<file path="config.mk">
export PLATFORM = sky130hd
export DESIGN_NAME = at_cmd_sequencer
export DESIGN_NICKNAME = d
export VERILOG_FILES = /design/src/rtl/at_seq_pkg.sv /design/src/rtl/at_resp_matcher.sv /design/src/rtl/at_cmd_sequencer.sv
export SDC_FILE = /design/constraint.sdc
export NUM_CORES = 1
export LEC_CHECK = 0
export ABC_AREA = 1
export BUFFER_PORTS_ARGS = -buffer_cell sky130_fd_sc_hd__buf_2
export CORE_MARGIN = 5
export CORE_UTILIZATION = 61
export CTS_CLUSTER_DIAMETER = 100
export DETAILED_ROUTE_END_ITERATION = 10
export GPL_TIMING_DRIVEN = 1
export PLACE_DENSITY = 0.77
export SLEW_MARGIN = 20
export SYNTH_ARGS = -nofsm -noshare
export SYNTH_HDL_FRONTEND = slang
export SYNTH_SLANG_ARGS = --single-unit
</file>
<file path="constraint.sdc">
create_clock -name sys_clk_i -period 5.2 [get_ports sys_clk_i]
set_input_delay 0.26 -clock sys_clk_i [delete_from_list [all_inputs] [get_ports sys_clk_i]]
set_output_delay 0.26 -clock sys_clk_i [all_outputs]
set_load 0.02 [all_outputs]
</file>
<file path="src/rtl/at_seq_pkg.sv">
// Shared types and constants for the AT-command sequencer: FSM states, header
// bit positions and the response strings that the matcher looks for.
package at_seq_pkg;

    typedef enum logic [3:0] {
        StIdle,
        StHdr,
        StFetch,
        StSend,
        StCr,
        StLf,
        StWaitAck,
        StDelay,
        StNext,
        StDone,
        StFail
    } seq_state_e;

    localparam int unsigned HDR_NO_CRLF = 0;
    localparam int unsigned HDR_NO_ACK  = 1;
    localparam logic [7:0]  HDR_END     = 8'hFF;

    localparam logic [7:0]  ACK_CR      = 8'h0D;
    localparam logic [7:0]  ACK_LF      = 8'h0A;
    localparam int unsigned HIST_BYTES  = 7;

    // "OK\r\n" and "ERROR\r\n", oldest byte in the most significant position
    localparam logic [31:0] ACK_OK    = {8'h4F, 8'h4B, ACK_CR, ACK_LF};
    localparam logic [55:0] ACK_ERROR = {8'h45, 8'h52, 8'h52, 8'h4F, 8'h52, ACK_CR, ACK_LF};

endpackage

</file>
<file path="src/rtl/at_resp_matcher.sv">
// Seven-byte receive history; pulses ok_hit/err_hit for one cycle after the byte
// that completes "OK\r\n" or "ERROR\r\n".
module at_resp_matcher
    import at_seq_pkg::*;
(
    input  logic       clk_i,
    input  logic       rst_i,
    input  logic       clr_i,
    input  logic       en_i,
    input  logic [7:0] data_i,
    output logic       ok_hit_o,
    output logic       err_hit_o
);

    logic [8*HIST_BYTES-1:0] hist_q, hist_d;
    logic                    ok_q, ok_d;
    logic                    err_q, err_d;

    always_comb begin
        hist_d = hist_q;
        ok_d   = 1'b0;
        err_d  = 1'b0;
        if (clr_i) begin
            hist_d = '0;
        end else if (en_i) begin
            hist_d = {hist_q[8*HIST_BYTES-9:0], data_i};
            ok_d   = (hist_d[31:0] == ACK_OK);
            err_d  = (hist_d == ACK_ERROR);
        end
    end

    always_ff @(posedge clk_i or posedge rst_i) begin
        if (rst_i) begin
            hist_q <= '0;
            ok_q   <= 1'b0;
            err_q  <= 1'b0;
        end else begin
            hist_q <= hist_d;
            ok_q   <= ok_d;
            err_q  <= err_d;
        end
    end

    assign ok_hit_o  = ok_q;
    assign err_hit_o = err_q;

endmodule

</file>
<file path="src/rtl/at_cmd_sequencer.sv">
// Walks an AT-command table in an external byte ROM, sends each command over the
// UART byte pipe and waits for OK/ERROR, a timeout or a fixed delay, with retries.
module at_cmd_sequencer
    import at_seq_pkg::*;
#(
    parameter int unsigned ROM_AW      = 10,
    parameter int unsigned TIMEOUT_CYC = 250_000_000,
    parameter int unsigned DELAY_CYC   = 50_000_000,
    parameter int unsigned MAX_RETRY   = 3
) (
    input  logic              sys_clk_i,
    input  logic              sys_rst_i,
    input  logic              start_i,
    output logic [ROM_AW-1:0] rom_addr_o,
    input  logic [7:0]        rom_data_i,
    output logic [7:0]        tx_data_o,
    output logic              tx_valid_o,
    input  logic              tx_ready_i,
    input  logic [7:0]        rx_data_i,
    input  logic              rx_valid_i,
    output logic              busy_o,
    output logic              cfg_done_o,
    output logic              cfg_err_o,
    output logic [7:0]        cmd_idx_o
);

    localparam int unsigned TW = $clog2(TIMEOUT_CYC + 1);
    localparam int unsigned DW = $clog2(DELAY_CYC + 1);
    localparam int unsigned RW = (MAX_RETRY > 0) ? $clog2(MAX_RETRY + 1) : 1;

    localparam logic [TW-1:0] TmoMax   = TW'(TIMEOUT_CYC);
    localparam logic [DW-1:0] DlyLast  = DW'(DELAY_CYC - 1);
    localparam logic [RW-1:0] RetryMax = RW'(MAX_RETRY);

    seq_state_e        state_q, state_d;
    logic [ROM_AW-1:0] rom_addr_q, rom_addr_d;
    logic [ROM_AW-1:0] base_q, base_d;
    logic [7:0]        cmd_idx_q, cmd_idx_d;
    logic [RW-1:0]     retry_q, retry_d;
    logic [TW-1:0]     tmo_q, tmo_d;
    logic [DW-1:0]     dly_q, dly_d;
    logic              rd_phase_q, rd_phase_d;
    logic              no_crlf_q, no_crlf_d;
    logic              no_ack_q, no_ack_d;
    logic [7:0]        tx_data_q, tx_data_d;
    logic              tx_valid_q, tx_valid_d;
    logic              done_q, done_d;
    logic              err_q, err_d;

    logic match_clr, rx_take, ok_hit, err_hit;
    logic cmd_sent, cmd_pass, cmd_fail;

    // Echoed command bytes and stray traffic outside WAIT_ACK never reach the history
    assign rx_take = rx_valid_i && (state_q == StWaitAck);

    at_resp_matcher u_matcher (
        .clk_i     (sys_clk_i),
        .rst_i     (sys_rst_i),
        .clr_i     (match_clr),
        .en_i      (rx_take),
        .data_i    (rx_data_i),
        .ok_hit_o  (ok_hit),
        .err_hit_o (err_hit)
    );

    always_comb begin
        state_d    = state_q;
        rom_addr_d = rom_addr_q;
        base_d     = base_q;
        cmd_idx_d  = cmd_idx_q;
        retry_d    = retry_q;
        tmo_d      = tmo_q;
        dly_d      = dly_q;
        rd_phase_d = rd_phase_q;
        no_crlf_d  = no_crlf_q;
        no_ack_d   = no_ack_q;
        tx_data_d  = tx_data_q;
        tx_valid_d = tx_valid_q;
        done_d     = done_q;
        err_d      = err_q;
        match_clr  = 1'b0;
        cmd_sent   = 1'b0;
        cmd_pass   = 1'b0;
        cmd_fail   = 1'b0;

        unique case (state_q)
            StIdle: begin
                if (start_i) begin
                    done_d     = 1'b0;
                    err_d      = 1'b0;
                    cmd_idx_d  = '0;
                    base_d     = '0;
                    rom_addr_d = '0;
                    retry_d    = '0;
                    rd_phase_d = 1'b0;
                    state_d    = StHdr;
                end
            end
            // Two cycles per ROM byte: address phase, then data phase
            StHdr: begin
                if (!rd_phase_q) begin
                    rd_phase_d = 1'b1;
                end else begin
                    rd_phase_d = 1'b0;
                    if (rom_data_i == HDR_END) begin
                        state_d = StDone;
                    end else begin
                        no_crlf_d  = rom_data_i[HDR_NO_CRLF];
                        no_ack_d   = rom_data_i[HDR_NO_ACK];
                        rom_addr_d = rom_addr_q + 1'b1;
                        state_d    = StFetch;
                    end
                end
            end
            StFetch: begin
                if (!rd_phase_q) begin
                    rd_phase_d = 1'b1;
                end else begin
                    rd_phase_d = 1'b0;
                    if (rom_data_i == 8'h00) begin
                        if (no_crlf_q) begin
                            cmd_sent = 1'b1;
                        end else begin
                            tx_data_d  = ACK_CR;
                            tx_valid_d = 1'b1;
                            state_d    = StCr;
                        end
                    end else begin
                        tx_data_d  = rom_data_i;
                        tx_valid_d = 1'b1;
                        state_d    = StSend;
                    end
                end
            end
            StSend: begin
                if (tx_valid_q && tx_ready_i) begin
                    tx_valid_d = 1'b0;
                    rom_addr_d = rom_addr_q + 1'b1;
                    state_d    = StFetch;
                end
            end
            StCr: begin
                if (tx_valid_q && tx_ready_i) begin
                    tx_valid_d = 1'b0;
                    tx_data_d  = ACK_LF;
                    state_d    = StLf;
                end
            end
            StLf: begin
                if (!tx_valid_q) begin
                    tx_valid_d = 1'b1;
                end else if (tx_ready_i) begin
                    tx_valid_d = 1'b0;
                    cmd_sent   = 1'b1;
                end
            end
            StWaitAck: begin
                if (ok_hit) begin
                    cmd_pass = 1'b1;
                end else if (err_hit || (tmo_q == TmoMax)) begin
                    cmd_fail = 1'b1;
                end else begin
                    tmo_d = tmo_q + 1'b1;
                end
            end
            StDelay: begin
                if (dly_q == DlyLast) begin
                    cmd_pass = 1'b1;
                end else begin
                    dly_d = dly_q + 1'b1;
                end
            end
            StNext: begin
                base_d     = rom_addr_q;
                cmd_idx_d  = cmd_idx_q + 8'd1;
                retry_d    = '0;
                rd_phase_d = 1'b0;
                state_d    = StHdr;
            end
            StDone: begin
                done_d  = 1'b1;
                state_d = StIdle;
            end
            StFail: begin
                err_d   = 1'b1;
                state_d = StIdle;
            end
            default: state_d = StIdle;
        endcase

        if (cmd_sent) begin
            if (no_ack_q) begin
                dly_d   = '0;
                state_d = StDelay;
            end else begin
                tmo_d     = '0;
                match_clr = 1'b1;
                state_d   = StWaitAck;
            end
        end

        // rom_addr still points at the terminator; step past it for the next header
        if (cmd_pass) begin
            rom_addr_d = rom_addr_q + 1'b1;
            state_d    = StNext;
        end

        if (cmd_fail) begin
            if (retry_q < RetryMax) begin
                retry_d    = retry_q + 1'b1;
                rom_addr_d = base_q;
                rd_phase_d = 1'b0;
                state_d    = StHdr;
            end else begin
                state_d = StFail;
            end
        end
    end

    always_ff @(posedge sys_clk_i or posedge sys_rst_i) begin
        if (sys_rst_i) begin
            state_q    <= StIdle;
            rom_addr_q <= '0;
            base_q     <= '0;
            cmd_idx_q  <= '0;
            retry_q    <= '0;
            tmo_q      <= '0;
            dly_q      <= '0;
            rd_phase_q <= 1'b0;
            no_crlf_q  <= 1'b0;
            no_ack_q   <= 1'b0;
            tx_data_q  <= '0;
            tx_valid_q <= 1'b0;
            done_q     <= 1'b0;
            err_q      <= 1'b0;
        end else begin
            state_q    <= state_d;
            rom_addr_q <= rom_addr_d;
            base_q     <= base_d;
            cmd_idx_q  <= cmd_idx_d;
            retry_q    <= retry_d;
            tmo_q      <= tmo_d;
            dly_q      <= dly_d;
            rd_phase_q <= rd_phase_d;
            no_crlf_q  <= no_crlf_d;
            no_ack_q   <= no_ack_d;
            tx_data_q  <= tx_data_d;
            tx_valid_q <= tx_valid_d;
            done_q     <= done_d;
            err_q      <= err_d;
        end
    end

    assign rom_addr_o = rom_addr_q;
    assign tx_data_o  = tx_data_q;
    assign tx_valid_o = tx_valid_q;
    assign busy_o     = (state_q != StIdle);
    assign cfg_done_o = done_q;
    assign cfg_err_o  = err_q;
    assign cmd_idx_o  = cmd_idx_q;

endmodule

</file>
# Yosys cells after proc, flatten, opt, wreduce, memory -nomap -nowiden
# Cells that the tools add are included.
[classes]
n_lt_le_gt_ge = 1
reduce_logical = 22
n_eq_ne = 27
mux = 79
addsub = 5
bitwise = 1
[op_table]
columns = ["op", "count"]
rows = [
  ["28-bit two-way mux", 5],
  ["26-bit two-way mux", 4],
  ["48-bit two-way mux", 2],
  ["10-bit two-way mux", 8],
  ["56-bit by 55-bit == test with 1-bit output, second input constant", 1],
  ["4-bit two-way mux", 12],
  ["8-bit two-way mux", 5],
  ["32-bit by 31-bit == test with 1-bit output, second input constant", 1],
  ["8-bit one-hot mux with 2 select lines", 2],
  ["10-bit one-hot mux with 3 select lines", 1],
  ["28-bit by 1-bit adder with 28-bit output, second input constant", 1],
  ["28-bit == test, second input constant", 1],
  ["1-bit two-way mux", 28],
  ["4-bit one-hot mux with 7 select lines", 1],
  ["26-bit by 1-bit adder with 26-bit output, second input constant", 1],
  ["26-bit == test, second input constant", 1],
  ["5-bit inequality test, second input constant", 5],
  ["10-bit one-hot mux with 2 select lines", 1],
  ["4-bit by 3-bit == test with 1-bit output, second input constant", 4],
  ["4-bit == test, second input constant", 3],
  ["10-bit by 1-bit adder with 10-bit output, second input constant", 1],
  ["2-bit nonzero test", 5],
  ["8-bit by 1-bit adder with 8-bit output, second input constant", 1],
  ["4-bit by 2-bit == test with 1-bit output, second input constant", 2],
  ["26 further kinds", 39],
]
[word_totals]
ff_bits = 152
output_inout_bits = 30

# Longest topological paths before layout
[logic_depth]
ltp_word = 7
depth_mapped = 15
ltp_nobuf = 14

# Cells and area by module
# Synthesis repeated with hierarchy kept, for this count alone.
[hier_totals]
cells_unflattened = 1074
hier_area_um2 = 8186.6
[modules_own_cells]
columns = ["module", "seq_area_each_um2", "area_per_inst_um2", "cells_each", "n_inst"]
rows = [
  ["at_cmd_sequencer", 2552.4, 5953.2, 811, 1],
  ["at_resp_matcher", 1251.2, 2233.4, 263, 1],
]

# Worst setup path before layout
# OpenSTA, ideal clock, no wires.
[synth_path]
path_type = "reg-to-reg"
start = "reg dly_q[0]"
end = "reg rom_addr_q[1], in the netlist rom_addr_o[1]"
synth_period_minus_slack_ns = 1.683
n_path_buf = 0
required_time_ns = 5.083
path_stages_with_launch = 13
t_arrival_ns = 1.566
path_slack_ns = 3.517
setup_time_ns = 0.117
path_cell_list = "dfrtp_1 -> ha_1 -> nand3_1 -> nor2_2 -> nand2_1 -> nor2_4 -> nand3_4 -> nand2_2 -> inv_2 -> nand3_1 -> nand3_1 -> o21ai_1 -> inv_1"
[synth_via]
elab_chain_len = 6
[synth_lines]
columns = ["item", "line", "rtl"]
rows = [
  ["from (decl)", "at_cmd_sequencer.sv:41", "logic [DW-1:0] dly_q, dly_d;"],
  ["from (signal assigned)", "at_cmd_sequencer.sv:243", "dly_q <= dly_d;"],
  ["26-bit == test (*)", "at_cmd_sequencer.sv:167", "if (dly_q == DlyLast) begin"],
  ["1-bit two-way mux (*)", "at_cmd_sequencer.sv:167", ""],
  ["1-bit one-hot mux with 2 select lines (*)", "at_cmd_sequencer.sv:86", "unique case (state_q)"],
  ["10-bit two-way mux (*)", "at_cmd_sequencer.sv:203", "if (cmd_pass) begin"],
  ["10-bit two-way mux", "at_cmd_sequencer.sv:209", "if (retry_q < RetryMax) begin"],
  ["10-bit two-way mux (*)", "at_cmd_sequencer.sv:208", "if (cmd_fail) begin"],
  ["named net rom_addr_d[1]", "at_cmd_sequencer.sv:36", "logic [ROM_AW-1:0] rom_addr_q, rom_addr_d;"],
  ["to (signal assigned)", "at_cmd_sequencer.sv:238", "rom_addr_q <= rom_addr_d;"],
  ["to (decl)", "at_cmd_sequencer.sv:36", ""],
]
# The timed path passes the listed nets; every way through them passes the cells marked *.
# A chain may end at the register's enable or synchronous reset.

# Final worst setup path
[layout_path]
start = "reg tmo_q[0]"
end = "reg rom_addr_q[3], in the netlist rom_addr_o[3]"
[layout_via]
elab_chain_len = 6
[layout_lines]
columns = ["item", "line", "rtl"]
rows = [
  ["from (decl)", "at_cmd_sequencer.sv:40", "logic [TW-1:0] tmo_q, tmo_d;"],
  ["from (signal assigned)", "at_cmd_sequencer.sv:242", "tmo_q <= tmo_d;"],
  ["28-bit == test", "at_cmd_sequencer.sv:160", "end else if (err_hit || (tmo_q == TmoMax)) begin"],
  ["1-bit logical OR", "at_cmd_sequencer.sv:160", ""],
  ["1-bit two-way mux", "at_cmd_sequencer.sv:160", ""],
  ["1-bit two-way mux", "at_cmd_sequencer.sv:158", "if (ok_hit) begin"],
  ["1-bit two-way mux", "at_cmd_sequencer.sv:86", ""],
  ["10-bit two-way mux", "at_cmd_sequencer.sv:208", ""],
  ["named net rom_addr_d[3]", "at_cmd_sequencer.sv:36", ""],
]
# The timed path passes the listed nets, and every way through them passes these cells.

==> impl_metrics.sql <==
INSERT INTO impl_metrics (metric_group, metric, value, unit) VALUES
('outcome', 'run_status', 'completed', ''),
('worst_setup_path', 'r2r_setup_slack', '2.71', 'ns'),
('worst_setup_path', 'crit_path_max_fanout', '22', ''),
('drt', 'route.detailed.wl_per_inst', '14.4', 'um'),
('synth', 'yosysSeqAreaShare', '46.2', '%'),
('timing', 'rsz0062_at_grt', 'false', ''),
('worst_setup_path', 'startpoint_type', 'flop', ''),
('hold_path', 'min_path_type', 'in -> async', ''),
('drt', 'overall_via_count_from_detail_route', '6985', ''),
('global_routing', 'grt-ovfl-total', '0', ''),
('clocking', 'cts_sinks', '152', ''),
('synth', 'synth_edf_count', '0', ''),
('timing', 'finalHoldViolations', '0', ''),
('timing', 'max_clock_freq', '0.402', 'GHz'),
('global_routing', 'grt_first_pass_wirelength', '31.5', 'mm'),
('worst_setup_path', 'worst-setup-path-type', 'reg -> reg', ''),
('synth', 'ys_top_cells_by_count', '203 x sky130_fd_sc_hd__nand2_1, 165 x sky130_fd_sc_hd__inv_1, 152 x sky130_fd_sc_hd__dfrtp_1, 116 x sky130_fd_sc_hd__nor2_1, 68 x sky130_fd_sc_hd__nand3_1', ''),
('timing', 'worst_pin_slew', '0.885', 'ns'),
('job', 'maxCapViolCount', '0', ''),
('synth', 'synth.yosys.warnings', '0', ''),
('synth', 'primary_flip_flop_cell_chosen_by_synthesis_mapping', 'sky130_fd_sc_hd__dfrtp_1', ''),
('pwr', 'power_density', '378', 'nW/um^2'),
('timing', 'final.period_utilization', '47.9', '%'),
('layout', 'final_layout_size_suffix_gt1_share', '13.2', '%'),
('drt', 'first_pass_iters', '5', ''),
('synth', 'synth_top_cells_by_area', 'sky130_fd_sc_hd__dfrtp_1 46%, sky130_fd_sc_hd__nand2_1 9.3%, sky130_fd_sc_hd__inv_1 7.5%, sky130_fd_sc_hd__nor2_1 5.3%, sky130_fd_sc_hd__nand3_1 4.1%', ''),
('timing', 'tns', '0', 'ns'),
('place', 'routabilityCongestion', '0.937', ''),
('timing', 'final_max_slew_viol_count', '0', ''),
('worst_setup_path', 'rr_endpoint', 'rom_addr_o[3]', ''),
('place', 'dp.cells', '1243', ''),
('synth', 'syn-cell-area', '8230', 'um^2'),
('clocking', 'cts-buffers-inserted', '17', ''),
('layout', 'syn2layout_area_growth', '11.3', '%'),
('clocking', 'cts-hold-fix-buffers', '0', ''),
('floorplanning', 'die_width', '126', 'um'),
('timing', 'fin_crit', '2.49', 'ns'),
('floorplanning', 'design.die.area', '15900', 'um^2'),
('synth', 'synthDominantCellAreaShare', '46.2', '%'),
('drt', 'first_iter_violations', '473', ''),
('drt', 'via_per_inst', '5.48', ''),
('synth', 'synthesis.area_per_instance', '7.94', 'um^2'),
('worst_setup_path', 'critical_path.reg2reg.startpoint', 'tmo_q[0]', ''),
('floorplanning', 'num_rows', '42', ''),
('layout', 'antennaDiodeCount', '0', ''),
('worst_setup_path', 'setup.worst_path.end_class', 'flop', ''),
('clocking', 'clkTransAtPathRegs', '0.07', 'ns'),
('clocking', 'h-tree-depth', '4', ''),
('floorplanning', 'dieHeight', '126', 'um'),
('synth', 'synth_area_leader_cell', 'sky130_fd_sc_hd__dfrtp_1', ''),
('global_routing', 'vias_in_the_first_global_route', '6813', ''),
('clocking', 'ctsResizeCount', '0', ''),
('synth', 'ys_seq_elements', '152', ''),
('clocking', 'clockBufferDepth', '2', ''),
('global_routing', 'grt_util_all_layers', '24.0', '%'),
('timing', 'fin_hold_ws', '0.00699', 'ns'),
('global_routing', 'grt_max_degree', '102', ''),
('pwr', 'power.ir.vdd_worst', '0.258', 'mV'),
('clocking', 'worstSkewPairLatency', '0.43', 'ns'),
('pwr', 'p_leak', '4.70', 'nW'),
('drt', 'postRouteAntennaNets', '0', ''),
('timing', 'clock-skew-final', '0.0123', 'ns'),
('synth', 'synthMostInstantiatedCell', 'sky130_fd_sc_hd__nand2_1', ''),
('worst_setup_path', 'cp_data_required_time', '5.53', 'ns'),
('clocking', 'tritoncts', 'built', ''),
('synth', 'netlist_instances', '1036', ''),
('place', 'dp_hpwl', '12.8', 'mm'),
('floorplanning', 'core_area', '13200', 'um^2'),
('global_routing', 'grt_antenna_before_repair', '0', ''),
('worst_setup_path', 'critical_path_arrival', '2.82', 'ns'),
('drt', 'drc', '0', '');
## logic make-up after synthesis
group                    after synthesis  synth area share [%]
buffers and inverters                198                  10.0
flip-flops                           152                  46.2
AND/OR/NAND/NOR                      500                  29.3
adder cells (fa/ha/maj)                6                 0.912
XOR/XNOR                              19                  2.02
AO/OA/AOI/OAI                        161                  11.5
## layout by cell type, fill, tap and decap left out, types with 33 or more instances in the layout
master                    count
sky130_fd_sc_hd__nand2_1    203
sky130_fd_sc_hd__inv_1      164
sky130_fd_sc_hd__dfrtp_1    152
sky130_fd_sc_hd__nor2_1     116
sky130_fd_sc_hd__nand3_1     68
sky130_fd_sc_hd__buf_2       50
sky130_fd_sc_hd__o21ai_0     47
sky130_fd_sc_hd__o22ai_1     44
sky130_fd_sc_hd__a21oi_1     39
sky130_fd_sc_hd__nand4_1     33
## area by class of cell
cell class                      instances  area (um^2)
Sequential cell                       152         3800
Fill cell                            1117         4090
Clock buffer                           18          439
Inverter                              178          677
Timing Repair Buffer                   51          258
Clock inverter                         14          158
Tap cell                              176          220
Multi-Input combinational cell        686         3600
## per-stage QoR
step	area [um^2]	utilization [%]	worst slack, ns	power, mW
6_report	9160	69.1	2.71	3.46
5_1_grt	9160	69.1	2.37	3.67
4_1_cts	9160	69.1	2.70	3.48
3_5_place_dp	8560	64.6	2.73	2.25
3_3_place_gp	8560	64.6	2.84	2.23
2_1_floorplan	8230	-	0.847	2.03
## critical path, stage by stage (launching register included)
cell and delay, ns:
sky130_fd_sc_hd__dfrtp_1 0.41, sky130_fd_sc_hd__inv_1 0.10, sky130_fd_sc_hd__ha_1 0.15, sky130_fd_sc_hd__nand2_1 0.05, sky130_fd_sc_hd__nor2_1 0.08, sky130_fd_sc_hd__nand3_1 0.08, sky130_fd_sc_hd__nor2_1 0.10, sky130_fd_sc_hd__nand2_1 0.12
sky130_fd_sc_hd__nand2_2 0.15, sky130_fd_sc_hd__nand3_1 0.58, sky130_fd_sc_hd__inv_1 0.37, sky130_fd_sc_hd__nand2_1 0.09, sky130_fd_sc_hd__nand2_1 0.07, sky130_fd_sc_hd__inv_1 0.04
## flip-flops by register name, summed over array words and instances (netlist names), 2 cells and up
register / flops
u_matcher.hist_q: 48
tmo_q: 28
dly_q: 26
base_q: 10
rom_addr_o: 10
cmd_idx_o: 8
tx_data_o: 8
state_q: 4
retry_q: 2
## how the worst max path moves through the flow
stage | startpoint | cells past startpoint | to
CTS | tmo_q[0] | 13 | rom_addr_o[3]
detailed placement | tmo_q[0] | 13 | rom_addr_o[3]
global route | tmo_q[0] | 13 | rom_addr_o[2]
global placement | tmo_q[0] | 13 | rom_addr_o[3]
finish | tmo_q[0] | 13 | rom_addr_o[3]
floorplan | sys_rst_i | 1 | base_q[0]
## power breakdown
| group | internal, mW | leakage [nW] | switching [mW] | total [mW] |
|---|---|---|---|---|
| logic | 0.248 | 2.66 | 0.531 | 0.779 |
| clock network | 0.655 | 0.285 | 0.571 | 1.23 |
| registers | 1.34 | 1.75 | 0.119 | 1.46 |
| total | 2.24 | 4.70 | 1.22 | 3.46 |
## metal layers
metal / wire, um / global-route usage (%)
met1: 8360 / 32.1
met2: 8930 / 39.4
met3: 709 / 4.40
met4: 395 / 8.96
met5: 0 / 0
(Power assumes the default switching activity.)
